--- src/rtl/multiword_add_seq.sv ---
// rtl/multiword_add_seq.sv - wide add/subtract sequenced through one WIDTH-bit slice adder
module multiword_add_seq #(
    parameter int WIDTH = 8,
    parameter int WORDS = 4
) (
    input  logic                     clk,
    input  logic                     rst_n,
    input  logic                     start,
    input  logic                     sub,
    input  logic [WIDTH*WORDS-1:0]   a,
    input  logic [WIDTH*WORDS-1:0]   b,
    input  logic                     cin,
    output logic                     busy,
    output logic                     done,
    output logic [WIDTH*WORDS-1:0]   sum,
    output logic                     cout,
    output logic                     ovf
);

    localparam int N    = WIDTH * WORDS;
    localparam int IDXW = $clog2(WORDS);
    localparam logic [IDXW-1:0] LAST_IDX = IDXW'(WORDS - 1);

    typedef enum logic [1:0] {
        S_IDLE,
        S_RUN,
        S_DONE
    } state_t;

    state_t            r_state;
    state_t            w_next_state;
    logic [IDXW-1:0]   r_idx;
    logic              r_carry;
    logic [N-1:0]      r_a;
    logic [N-1:0]      r_b;       // already inverted for subtraction
    logic [N-1:0]      r_sum;
    logic              r_cout;
    logic              r_ovf;

    logic              w_capture;
    logic              w_last;
    logic [WIDTH-1:0]  w_a_slice;
    logic [WIDTH-1:0]  w_b_slice;
    logic [WIDTH:0]    w_slice_full;
    logic [N-1:0]      w_sum_next;

    assign w_last = (r_idx == LAST_IDX);

    // State register
    always_ff @(posedge clk or negedge rst_n) begin
        if (!rst_n) begin
            r_state <= S_IDLE;
        end else begin
            r_state <= w_next_state;
        end
    end

    // Next-state, capture strobe and status outputs
    always_comb begin
        w_next_state = r_state;
        w_capture    = 1'b0;
        busy         = 1'b0;
        done         = 1'b0;
        case (r_state)
            S_IDLE: begin
                if (start) begin
                    w_capture    = 1'b1;
                    w_next_state = S_RUN;
                end
            end
            S_RUN: begin
                busy = 1'b1;
                if (w_last) begin
                    w_next_state = S_DONE;
                end
            end
            S_DONE: begin
                done = 1'b1;
                if (start) begin
                    w_capture    = 1'b1;
                    w_next_state = S_RUN;
                end else begin
                    w_next_state = S_IDLE;
                end
            end
            default: w_next_state = S_IDLE;
        endcase
    end

    // Select the operand slices addressed by the slice counter
    always_comb begin
        w_a_slice = '0;
        w_b_slice = '0;
        for (int i = 0; i < WORDS; i++) begin
            if (r_idx == IDXW'(i)) begin
                w_a_slice = r_a[i*WIDTH +: WIDTH];
                w_b_slice = r_b[i*WIDTH +: WIDTH];
            end
        end
    end

    // The single shared ripple-carry slice adder
    assign w_slice_full = {1'b0, w_a_slice} + {1'b0, w_b_slice} + {{WIDTH{1'b0}}, r_carry};

    // Merge the fresh slice result into the held sum; other slices keep their value
    always_comb begin
        w_sum_next = r_sum;
        for (int i = 0; i < WORDS; i++) begin
            if (r_idx == IDXW'(i)) begin
                w_sum_next[i*WIDTH +: WIDTH] = w_slice_full[WIDTH-1:0];
            end
        end
    end

    // Operand capture, per-slice accumulation and final flags
    always_ff @(posedge clk or negedge rst_n) begin
        if (!rst_n) begin
            r_idx   <= '0;
            r_carry <= 1'b0;
            r_a     <= '0;
            r_b     <= '0;
            r_sum   <= '0;
            r_cout  <= 1'b0;
            r_ovf   <= 1'b0;
        end else if (w_capture) begin
            // a - b - cin == a + ~b + (1 - cin), so carry-in is cin ^ sub
            r_a     <= a;
            r_b     <= sub ? ~b : b;
            r_carry <= cin ^ sub;
            r_idx   <= '0;
        end else if (r_state == S_RUN) begin
            r_sum   <= w_sum_next;
            r_carry <= w_slice_full[WIDTH];
            r_idx   <= w_last ? '0 : r_idx + IDXW'(1);
            if (w_last) begin
                r_cout <= w_slice_full[WIDTH];
                r_ovf  <= (r_a[N-1] == r_b[N-1]) && (w_slice_full[WIDTH-1] != r_a[N-1]);
            end
        end
    end

    assign sum  = r_sum;
    assign cout = r_cout;
    assign ovf  = r_ovf;

endmodule
--- config.mk ---
export PLATFORM = sky130hd
export DESIGN_NAME = multiword_add_seq
export DESIGN_NICKNAME = d
export VERILOG_FILES = /design/src/rtl/multiword_add_seq.sv
export SDC_FILE = /design/constraint.sdc
export NUM_CORES = 1
export LEC_CHECK = 0
export BUFFER_PORTS_ARGS = -buffer_cell sky130_fd_sc_hd__buf_2
export CAP_MARGIN = 10
export CORE_UTILIZATION = 45
export CTS_CLUSTER_DIAMETER = 120
export DETAILED_ROUTE_END_ITERATION = 8
export GPL_TIMING_DRIVEN = 1
export PLACE_DENSITY = 0.7
export SETUP_SLACK_MARGIN = 0.4
export SLEW_MARGIN = 20
export SYNTH_ARGS = -nofsm -noshare
export SYNTH_HDL_FRONTEND = slang
export SYNTH_SLANG_ARGS = --single-unit
--- constraint.sdc ---
create_clock -name clk -period 4.05 [get_ports clk]
set_input_delay 1.0125 -clock clk [delete_from_list [all_inputs] [get_ports clk]]
set_output_delay 1.0125 -clock clk [all_outputs]
set_load 0.005 [all_outputs]
==> load_flow_metrics.sql <==
INSERT INTO impl_metrics (metric_group, metric, value, unit) VALUES
('detailed_routing', 'detailed_route_wire_length_per_cell', '14.8', 'microns'),
('final_layout', 'number_of_nets_in_the_layout', '676', ''),
('clock_network', 'post_cts_resize_count', '0', ''),
('global_route', 'first_global_vias', '3755', ''),
('placement', 'place_worst_setup_slack', '523', 'ps'),
('detailed_routing', 'routed_length_on_met1', '5050', 'microns'),
('critical_path', 'capture_instance_of_the_worst_register_to_register_path', 'r_carry$_DFFE_PN0P_', ''),
('run', 'cap_violations', '0', ''),
('clock_network', 'clock_sinks', '103', ''),
('detailed_routing', 'dr.max_layer_used', 'met4', ''),
('sta', 'achievable-frequency', '0.305', 'GHz'),
('final_layout', 'n_fill_cell', '991', ''),
('global_route', 'antenna_violations_before_repair', '0', ''),
('yosys', 'synth.avg_cell_area', '9.73', 'sq um'),
('clock_network', 'cts_tree', 'done', ''),
('placement', 'detailed_place_hpwl', '8020', 'microns'),
('detailed_routing', 'detail_route.drc_violations', '0', ''),
('outcome', 'run_status', 'finished clean', ''),
('worst_hold_path', 'worstHoldEndpoint', 'sum[17]$_DFFE_PN0P_', ''),
('detailed_routing', 'drtAntennaViolNets', '0', ''),
('sta', 'hold_viol', '0', ''),
('final_layout', 'layout.core_utilization', '54.8', '%'),
('sta', 'whs', '489', 'ps'),
('detailed_routing', 'routed_via_density', '5.11', ''),
('critical_path', 'worst_ep_arrival_time', '3480', 'ps'),
('detailed_routing', 'met2WireLength', '5190', 'microns'),
('global_route', 'grt_max_degree', '100', ''),
('die', 'floorplan.rows', '37', ''),
('sta', 'final-setup-viol-count', '0', ''),
('sta', 'period_share', '80.9', '%'),
('critical_path', 'worst-endpoint-required', '4260', 'ps'),
('yosys', 'yosys_warnings', '0', ''),
('critical_path', 'critical_path.startpoint_type', 'flop', ''),
('placement', 'globalplace.congestion', '0.895', ''),
('sta', 'max-slew-margin-rel', '33.1', '%'),
('critical_path', 'endpoint_kind', 'flop', ''),
('clock_network', 'clkLatencyLatePin', '370', 'ps'),
('sta', 'final_period_minus_worst_setup_slack', '3280', 'ps'),
('die', 'chipWidth', '107', 'microns'),
('critical_path', 'worst_setup_startpoint', 'r_idx[0]$_DFFE_PN0P_', ''),
('die', 'effective_utilization_at_floorplan', '47.1', '%'),
('worst_hold_path', 'min_path_type', 'reg2reg', ''),
('detailed_routing', 'vias', '3753', ''),
('clock_network', 'cts_root_buf', 'sky130_fd_sc_hd__clkbuf_8', ''),
('die', 'fp.dieArea', '11400', 'sq um'),
('clock_network', 'clk_pin_slew', '100', 'ps'),
('critical_path', 'worst-r2r-cell-count', '13', ''),
('yosys', 'ys_seq_elements', '103', ''),
('die', 'fp.coreArea', '10500', 'sq um'),
('clock_network', 'clk_path_buf_depth', '2', ''),
('global_route', 'grt_remaining_overflow', '0', ''),
('yosys', 'post_synth_instance_area', '4920', 'sq um'),
('sta', 'finalWorstSetupSlack', '775', 'ps'),
('yosys', 'async_reset_ff_share', '100', '%'),
('worst_hold_path', 'hold_path_startpoint', 'sum[17]$_DFFE_PN0P_', ''),
('worst_hold_path', 'hold_depth', '2', ''),
('pwr', 'p_per_area', '853', 'nW/um^2'),
('pwr', 'ir_worst_vdd', '0.000364', 'V'),
('global_route', 'grt_util_all_layers', '20.7', '%'),
('critical_path', 'timing.rr.start', 'r_idx[0]$_DFFE_PN0P_', ''),
('final_layout', 'post_route_non_filler_standard_cell_count', '735', ''),
('pwr', 'p_leak', '2.71', 'nW'),
('critical_path', 'critical_path_peak_fanout', '18', ''),
('final_layout', 'num_antenna_cells', '0', ''),
('sta', 'worst_pin_slew', '1000', 'ps'),
('clock_network', 'cts.hold.buffers_added', '0', ''),
('critical_path', 'reg2reg_setup_slack', '770', 'ps'),
('sta', 'final.setup.tns', '0', 'ps'),
('placement', 'buffer_ports.inserted', '104', ''),
('die', 'design.portCount', '105', ''),
('detailed_routing', 'initialDrtViolationCount', '128', '');
==> worst max-delay path, cell delays in order, from the launching register on <==
cell and delay (ps):
sky130_fd_sc_hd__dfrtp_1 440, sky130_fd_sc_hd__inv_1 110, sky130_fd_sc_hd__ha_1 530, sky130_fd_sc_hd__buf_4 320, sky130_fd_sc_hd__nor2_1 70, sky130_fd_sc_hd__a21oi_1 120, sky130_fd_sc_hd__o21ai_0 100, sky130_fd_sc_hd__ha_1 370
sky130_fd_sc_hd__nor2b_1 160, sky130_fd_sc_hd__o21a_1 170, sky130_fd_sc_hd__o21ai_1 150, sky130_fd_sc_hd__a21oi_2 100, sky130_fd_sc_hd__a31oi_1 310, sky130_fd_sc_hd__o221ai_1 180
==> synth_stat cells (6+ instances only) <==
master                       n  area share [%]
sky130_fd_sc_hd__dfrtp_1   103              52
sky130_fd_sc_hd__mux2_1     15             3.4
sky130_fd_sc_hd__buf_2      10             1.0
sky130_fd_sc_hd__o21ai_0    73             7.4
sky130_fd_sc_hd__xnor2_1    34             6.0
sky130_fd_sc_hd__o21ai_1     9            0.91
sky130_fd_sc_hd__inv_1       6            0.46
sky130_fd_sc_hd__a21oi_1    34             3.5
sky130_fd_sc_hd__clkbuf_1   22             1.7
sky130_fd_sc_hd__nor2_1     33             2.5
sky130_fd_sc_hd__nand2_1   103             7.9
sky130_fd_sc_hd__mux2_2     17             3.9
sky130_fd_sc_hd__ha_1       11             2.8
==> metrics by stage <==
step	total power, mW	area, sq um
global placement	4.18	5530
detailed placement	4.29	5530
finish	4.89	5730
CTS	4.91	5720
floorplan	3.50	4920
global route	5.36	5730
==> how the worst max path moves through the flow <==
stage | to | slack (ps)
CTS | sum[22]$_DFFE_PN0P_ | 530
floorplan | sum[14]$_DFFE_PN0P_ | 870
global placement | sum[22]$_DFFE_PN0P_ | 670
global route | r_carry$_DFFE_PN0P_ | 450
detailed placement | sum[22]$_DFFE_PN0P_ | 520
finish | r_carry$_DFFE_PN0P_ | 770
==> cell families (layout without fill, tap and decap cells) <==
kind of cell,Yosys count,in the layout,synth area share [%]
flops,103,103,52.3
xor+xnor,38,38,6.76
mux,34,34,7.72
compound gates,127,127,13.8
simple gates,152,152,12.5
buf+inv,39,132,3.23
fa+ha+maj,13,13,3.61
==> final cells by class <==
cell class	count	area (sq um)	area share (%)
Sequential cell	103	2580	45.0
Multi-Input combinational cell	364	2200	38.5
Timing Repair Buffer	109	564	9.85
Tap cell	136	170	2.97
Clock buffer	10	138	2.40
Clock inverter	6	51.3	0.895
Inverter	7	26.3	0.458
==> report_power, final <==
group / switching [mW] / internal (mW) / leakage, nW / total, mW
Combinational: 1.47 / 0.971 / 1.35 / 2.44
Sequential: 0.300 / 1.53 / 1.26 / 1.83
Clock: 0.374 / 0.248 / 0.0935 / 0.622
==> layer usage <==
| layer | global-route usage, % | vias to the layer above |
|---|---|---|
| li1 | - | 1863 |
| met1 | 27.5 | 1778 |
| met5 | 0 | - |
| met2 | 35.1 | 100 |
| met3 | 3.22 | 12 |
| met4 | 6.26 | 0 |
==> state kept, by name, summed over array words and instances (netlist names) <==
register	cells
r_b	32
sum	32
r_a	32
cout	1
r_carry	1
ovf	1
r_idx	2
r_state	2
(Power assumes the default switching activity.)
